`src/rtl/decoder_strobe_sequencer.sv`:
```
// Upstream driver for a 2-to-4 write-select decoder: 2-entry request FIFO plus a
// setup/strobe/hold sequencer. Define DECSEQ_SWEEP_EN to add the four-address sweep request.
module decoder_strobe_sequencer #(
   parameter int SETUP_CYCLES  = 2,
   parameter int STROBE_CYCLES = 1,
   parameter int HOLD_CYCLES   = 1
) (
   input  logic       clk,
   input  logic       reset_n,
   input  logic       req_valid,
   output logic       req_ready,
   input  logic [1:0] req_addr,
`ifdef DECSEQ_SWEEP_EN
   input  logic       req_sweep,
`endif
   output logic       address0,
   output logic       address1,
   output logic       enable,
   output logic       busy
);

   typedef enum logic [1:0] {IDLE, SETUP, STROBE, HOLD} state_t;

   localparam logic [7:0] SETUP_LOAD  = 8'(SETUP_CYCLES - 1);
   localparam logic [7:0] STROBE_LOAD = 8'(STROBE_CYCLES - 1);
   localparam logic [7:0] HOLD_LOAD   = 8'(HOLD_CYCLES - 1);

   state_t     state, state_next;
   logic [7:0] counter, counter_next;
   logic [1:0] addr_q, addr_next;
   logic [1:0] fifo_addr [2];
   logic [1:0] fifo_count;
   logic       wr_ptr, rd_ptr;
   logic       push, pop;
   logic       head_sweep, sweep_active, sweep_more;

   assign req_ready = (fifo_count != 2'd2);
   assign push      = req_valid && req_ready;
   assign busy      = (fifo_count != 2'd0) || (state != IDLE);
   assign address0  = addr_q[0];
   assign address1  = addr_q[1];

`ifdef DECSEQ_SWEEP_EN
   logic fifo_sweep [2];
   logic sweep_next;
   assign head_sweep = fifo_sweep[rd_ptr];
   assign sweep_more = sweep_active && (addr_q != 2'd3);
`else
   assign head_sweep   = 1'b0;
   assign sweep_active = 1'b0;
   assign sweep_more   = 1'b0;
`endif

   // NOTE: storage has no reset; the count and pointers alone decide which entries are valid.
   always_ff @(posedge clk) begin
      if (push) begin
         fifo_addr[wr_ptr] <= req_addr;
`ifdef DECSEQ_SWEEP_EN
         fifo_sweep[wr_ptr] <= req_sweep;
`endif
      end
   end

   // NOTE: all clocked state uses non-blocking assignments so every flop samples pre-edge values.
   always_ff @(posedge clk or negedge reset_n) begin
      if (!reset_n) begin
         wr_ptr     <= 1'b0;
         rd_ptr     <= 1'b0;
         fifo_count <= 2'd0;
      end else begin
         if (push) wr_ptr <= ~wr_ptr;
         if (pop)  rd_ptr <= ~rd_ptr;
         case ({push, pop})
            2'b10:   fifo_count <= fifo_count + 2'd1;
            2'b01:   fifo_count <= fifo_count - 2'd1;
            default: fifo_count <= fifo_count;
         endcase
      end
   end

   // State register; enable is its own flop so the decoder never sees a state-decode glitch.
   always_ff @(posedge clk or negedge reset_n) begin
      if (!reset_n) begin
         state   <= IDLE;
         counter <= 8'd0;
         addr_q  <= 2'd0;
         enable  <= 1'b0;
      end else begin
         state   <= state_next;
         counter <= counter_next;
         addr_q  <= addr_next;
         enable  <= (state_next == STROBE);
      end
   end

`ifdef DECSEQ_SWEEP_EN
   always_ff @(posedge clk or negedge reset_n) begin
      if (!reset_n) sweep_active <= 1'b0;
      else          sweep_active <= sweep_next;
   end
`endif

   // NOTE: every combinational output gets a default first so no path infers a latch.
   always_comb begin
      state_next = state;
      case (state)
         IDLE:    if (fifo_count != 2'd0) state_next = SETUP;
         SETUP:   if (counter == 8'd0)    state_next = STROBE;
         STROBE:  if (counter == 8'd0)    state_next = HOLD;
         HOLD:    if (counter == 8'd0)    state_next = sweep_more ? SETUP : IDLE;
         default: state_next = IDLE;
      endcase
   end

   always_comb begin
      pop          = 1'b0;
      counter_next = counter;
      addr_next    = addr_q;
`ifdef DECSEQ_SWEEP_EN
      sweep_next   = sweep_active;
`endif
      case (state)
         IDLE: begin
            if (fifo_count != 2'd0) begin
               pop          = 1'b1;
               addr_next    = head_sweep ? 2'd0 : fifo_addr[rd_ptr];
               counter_next = SETUP_LOAD;
`ifdef DECSEQ_SWEEP_EN
               sweep_next   = head_sweep;
`endif
            end
         end
         SETUP:  counter_next = (counter == 8'd0) ? STROBE_LOAD : counter - 8'd1;
         STROBE: counter_next = (counter == 8'd0) ? HOLD_LOAD : counter - 8'd1;
         HOLD: begin
            if (counter != 8'd0) begin
               counter_next = counter - 8'd1;
            end else if (sweep_more) begin
               addr_next    = addr_q + 2'd1;
               counter_next = SETUP_LOAD;
            end else begin
`ifdef DECSEQ_SWEEP_EN
               sweep_next   = 1'b0;
`endif
            end
         end
         default: counter_next = 8'd0;
      endcase
   end

endmodule

```
`config.mk`:
```
export PLATFORM = sky130hd
export DESIGN_NAME = decoder_strobe_sequencer
export DESIGN_NICKNAME = d
export VERILOG_FILES = /design/src/rtl/decoder_strobe_sequencer.sv
export SDC_FILE = /design/constraint.sdc
export NUM_CORES = 1
export LEC_CHECK = 0
export BUFFER_PORTS_ARGS = -buffer_cell sky130_fd_sc_hd__buf_2
export CAP_MARGIN = 20
export CORE_MARGIN = 1
export CORE_UTILIZATION = 60
export CTS_BUF_LIST = sky130_fd_sc_hd__clkbuf_4
export DETAILED_ROUTE_END_ITERATION = 10
export PLACE_DENSITY = 0.8
export SYNTH_ARGS = -nofsm -noshare
export SYNTH_HDL_FRONTEND = slang
export SYNTH_SLANG_ARGS = --single-unit
```
`constraint.sdc`:
```
create_clock -name clk -period 3.1 [get_ports clk]
set_input_delay 0.62 -clock clk [delete_from_list [all_inputs] [get_ports clk]]
set_output_delay 0.62 -clock clk [all_outputs]
set_load 0.02 [all_outputs]
```
# Word-level counts from Yosys, hierarchy flattened
# Memory sizes are Yosys's and may differ from the RTL's. A register that Yosys moved wholly into a read port is not among the register bits.
# Index checks and enable logic that the tools add are counted.
# word_totals
memories,1
reg_bits,15
wordCells,47
ramBits,4
inputBits,5
out_inout_bits,5
# op_classes
reduce_logical,12
n_mux,14
n_eq_ne,9
addsub,3
bitwise,2
# mem_list
memory,words,word_bits,read_ports,rd_ports_with_merged_regs,write_ports,line,rtl
fifo_addr,2,2,1,1,1,31,logic [1:0] fifo_addr [2];
# op_table
op,n
$mux 8,3
$pmux 8 s3,1
$eq 2x2->1 const B,4
$logic_not 8->1,1
$mux 2,4
$pmux 2 s4,1
$reduce_bool 8->1,1
$sub 8x1->8 const B,1
$ne 2x2->1 const B,3
$reduce_bool 2->1,3
$eq 2x1->1 const B,2
$mux 1,4
$pmux 2 s2,1
$reduce_and 2->1,2
$add 2x1->2 const B,1
$logic_not 2->1,1
$not 1->1,2
$reduce_or 2->1,1
$sub 2x1->2 const B,1
$logic_and 1x1->1,1
$logic_not 1->1,1
$logic_or 1x1->1,1

# Logic depth before layout (Yosys ltp)
# depth
ltp_word,5
ltp_mapped,8
depth_no_buf,8

# Worst setup path before layout
# No wires, ideal clock.
# synth_path
path_kind,reg2out
start,register state[1]
end,output port busy
stages_incl_launch_ff,5
path_buffers,1
path_slack_ps,1170
arrival_ps,1310
required_time_ps,2480
path_cell_list,dfrtp_1 > inv_1 > ha_1 > or3b_1 > buf_2
# synth_via
elab_chain_cells,2
# synth_lines
element,line,rtl
start: declaration,28,"state_t state, state_next;"
start signal: assignment,89,state <= state_next;
$reduce_bool 2->1,39,assign busy = (fifo_count != 2'd0) || (state != IDLE);
$logic_or 1x1->1,39,
end: declaration,19,output logic busy
# No other way between the ends.

# Worst setup path after layout
# layout_path
start,register state[0]
end,output port busy
# Same word-level chain as after synthesis.

==> results by stage <==
Final layout:
- The library cells used most frequently in the layout, excluding fill and tap cells, are sky130_fd_sc_hd__dfrtp_1 (17), sky130_fd_sc_hd__nand2_1 (9), sky130_fd_sc_hd__buf_2 (9).
- The count of cells in the finished layout, fillers not included, comes to between 100 and 150.
- Compared with the post-synthesis result, the final layout area differs by 6.83%.
- The number of antenna diodes in the final layout is 0.
- In the final layout, the share of cells above drive strength 1 is 0.176.
- The leading cell type in the layout, fill and taps excluded is sky130_fd_sc_hd__dfrtp_1.
- At the end of the flow, the number of nets in the layout was 132.
- Once layout is done, the placed cells without fillers occupy between 1000 and 1500 sq um.
- Once layout is complete, the utilization of the core stands at 0.713.

Floorplanning:
- In this run the core area contains 15 standard-cell rows.
- The die covers 2170 sq um.
- In this run the horizontal extent of the chip is 46.5 um.
- After floorplanning, the core was sized to cover roughly 1800 sq um.
- The number of placed I/O pins is 10.
- The die is 46.5 um tall.
- The starting utilization of the core area is 0.667.

GRT:
- For met3 alone, demand over resource in global routing was 0.0353.
- After global routing, the most crowded layer is met2.
- The total overflow reported by the global router is 0.
- The met1 track demand over resource is 0.329.
- The number of antenna violations at the first check in global routing is 0.
- The pin count of the biggest net entering global routing is 18.
- The first global-routing pass estimated 3.82 mm of wire.
- The global-route track usage on met2 is 0.397.
- The number of global-route vias before repair is ~860.
- The overall fraction of global-route tracks in use is 0.251.

Logic synthesis:
- The sequential area share after synthesis is 0.458.
- A synthesized cell averages 10.8 sq um.
- The top cell type's share of synthesized area is 0.358.
- The leading area contributor after synthesis is sky130_fd_sc_hd__dfrtp_1.
- The number of nets in the synthesized netlist is around 120.
- By area the synthesized netlist is led by sky130_fd_sc_hd__dfrtp_1 (36%), sky130_fd_sc_hd__edfxtp_1 (10%), sky130_fd_sc_hd__ha_1 (7.4%).
- The number of synthesis warnings is 0.
- Counting distinct cell types in the post-synthesis netlist gives 40.
- The mapped netlist covers ~1200 sq um.
- In the synthesized netlist, the number of instances is between 100 and 150.
- In the synthesized netlist the async set-or-reset flop fraction comes to 0.810.
- Among all flip-flop cells after synthesis, the most frequent one is sky130_fd_sc_hd__dfrtp_1.
- The flip-flop and latch count after synthesis is 21.
- Counting flops with a built-in enable in the synthesized netlist gives 4.

Hold path:
- The worst hold path belongs to the class in2async.

Setup path:
- The critical path data required time is 2480 ps.
- The type of destination of the critical path is an output pin.
- In this run the worst path has a maximum fanout of 7.
- The critical path is of the reg2out type.
- At the worst endpoint, the arrival time is 1930 ps.
- The worst setup path is launched from a register.
- Across all register-to-register paths, the minimum setup slack is approximately 1000 ps.
- The worst-case reg-to-reg path depth is 6.

Timing:
- For the pin with the worst max-slew slack, the measured transition is 598 ps.
- Dividing the final minimum period by the clock period gives 0.824.
- The final critical delay including setup and external delays is around 2600 ps.
- The relative slew slack is 0.599.
- Setup repair after global routing left no endpoint under its margin.
- The final number of max-transition violations was 0.
- For this run, the top clock speed supported by timing is between 300 and 400 MHz.
- Setup violations remaining at the end of the flow were counted as 0.
- The final count of hold timing violations was 0.
- Setup total negative slack on the finished layout was measured at 0 ps.
- The worst path setup slack after routing is roughly 550 ps.
- The largest clock skew in the final design is 8.63 ps.

Route:
- The total DRC errors in the routed layout is 0.
- Summed over all layers, the routed wires come to between 2 and 2.5 mm.
- The number of iterations in the first detailed-routing pass is 4.
- The first routing iteration left 19 violations.
- The via count is just under 900.
- The average wire length per cell after detail routing is between 15 and 20 um.
- The detail route stage leaves a number of antenna-violating nets equal to 0.
- After detailed routing, the number of vias per cell comes to roughly 6.1.

Clocking:
- In this run the number of H-tree levels came out at 1.
- The number of buffers added to fix hold violations after cts is 0.
- The later-pin clock latency in the skew report is about 310 ps.
- Clock tree synthesis inserted a total of 3 buffers.
- The post-cts repair resize count is 0.
- The clock tree from TritonCTS is yes.
- The number of buffers inserted by post-CTS setup repair is 0.
- The number of clock sinks is 21.
- Clock tree synthesis selected as its root buffer the cell sky130_fd_sc_hd__clkbuf_4.
- The clock-pin transition on the worst setup and hold timing paths is between 100 and 150 ps.
- The clock passes through at most 2 buffers.

Placement:
- The worst slack after detailed placement is 902 ps.
- The total placed cells including tap cells is 140.
- The cell area after placement is between 1000 and 1500 sq um.
- The number of port buffers is 9.
- At the end of routability-driven placement, the weighted congestion stood at approximately 0.84.
- The HPWL after detailed placement is between 1.5 and 2 mm.

Run status:
- The flow ran to the end, and the final reports show no timing, DRC or antenna violations.

Power:
- The worst-case vdd ir drop is a little under 0.7 mV.
- The ratio of total power to cell area is 1190 nW/um^2.
- The leakage power is 0.550 nW.

Flow run:
- Max-cap violations in this run came to 0.
## power breakdown
part	internal, mW	leakage [nW]	switching (mW)	total (mW)
clock network	0.0591	0.0184	0.0819	0.141
registers	0.392	0.252	0.113	0.505
logic	0.382	0.280	0.490	0.872
## per-layer routing
layer,vias up,share of wire
met2,26,0.47
met1,422,0.47
met5,-,0
met4,0,0.021
met3,6,0.042
li1,429,-
## logic make-up (layout without fill, tap and decap cells)
kind of cell               after synthesis  in the layout  share of synthesized area
buffers and inverters                   10             19                     0.0400
adders and majority gates                7              7                     0.0736
xor gates and xnor gates                 6              6                     0.0442
and+or+nand+nor                         35             35                      0.158
muxes                                    2              2                     0.0168
DFF                                     21             21                      0.458
AOI/OAI and AO/OA                       29             29                      0.209
## critical path, cell delays in order, from the launching register on
cell	delay (ps)
sky130_fd_sc_hd__dfrtp_1	450
sky130_fd_sc_hd__inv_1	130
sky130_fd_sc_hd__ha_1	330
sky130_fd_sc_hd__or3b_1	510
sky130_fd_sc_hd__buf_2	210
## flip-flops by register name, indices dropped and copies added (netlist names)
name and flops:
addr_q 2, wr_ptr 1, counter 8, state 2, enable 1, fifo_count 2, fifo_addr 4, rd_ptr 1
## worst paths after layout
check	start	to
setup / recovery	state[0]	busy
hold / removal	reset_n	counter[5]
setup reg to reg	counter[0]	counter[7]
hold reg to reg	addr_q[0]	addr_q[0]
max in group asynchronous	reset_n	fifo_count[0]
min in group clk	addr_q[0]	addr_q[0]
## metrics by stage
step | total power [mW] | hold WS [ps]
6_report | 1.52 | 204
5_1_grt | 1.64 | 228
4_1_cts | 1.52 | 221
3_5_place_dp | 1.37 | 476
3_3_place_gp | 1.34 | 459
2_1_floorplan | 1.20 | 324
## synth_stat cells (2+ instances only)
library cell	instances
sky130_fd_sc_hd__a21oi_1	7
sky130_fd_sc_hd__a41oi_1	2
sky130_fd_sc_hd__and3_1	2
sky130_fd_sc_hd__buf_2	2
sky130_fd_sc_hd__dfrtp_1	17
sky130_fd_sc_hd__edfxtp_1	4
sky130_fd_sc_hd__ha_1	7
sky130_fd_sc_hd__inv_1	6
sky130_fd_sc_hd__mux2i_1	2
sky130_fd_sc_hd__nand2_1	9
sky130_fd_sc_hd__nand3_1	3
sky130_fd_sc_hd__nor2_1	8
sky130_fd_sc_hd__nor3_1	4
sky130_fd_sc_hd__o21ai_0	4
sky130_fd_sc_hd__o21ai_1	2
sky130_fd_sc_hd__or3_1	2
sky130_fd_sc_hd__or3b_1	2
sky130_fd_sc_hd__xnor2_1	5
## final cells by class
cell class                 instances  area [sq um]
fill                             138           512
clock buffer                       4          30.0
multi-input combinational         79           597
inverter                           6          22.5
tap                               25          31.3
timing repair buffer               9          45.0
sequential                        21           546
No activity file was read; power rests on OpenSTA's default activity.
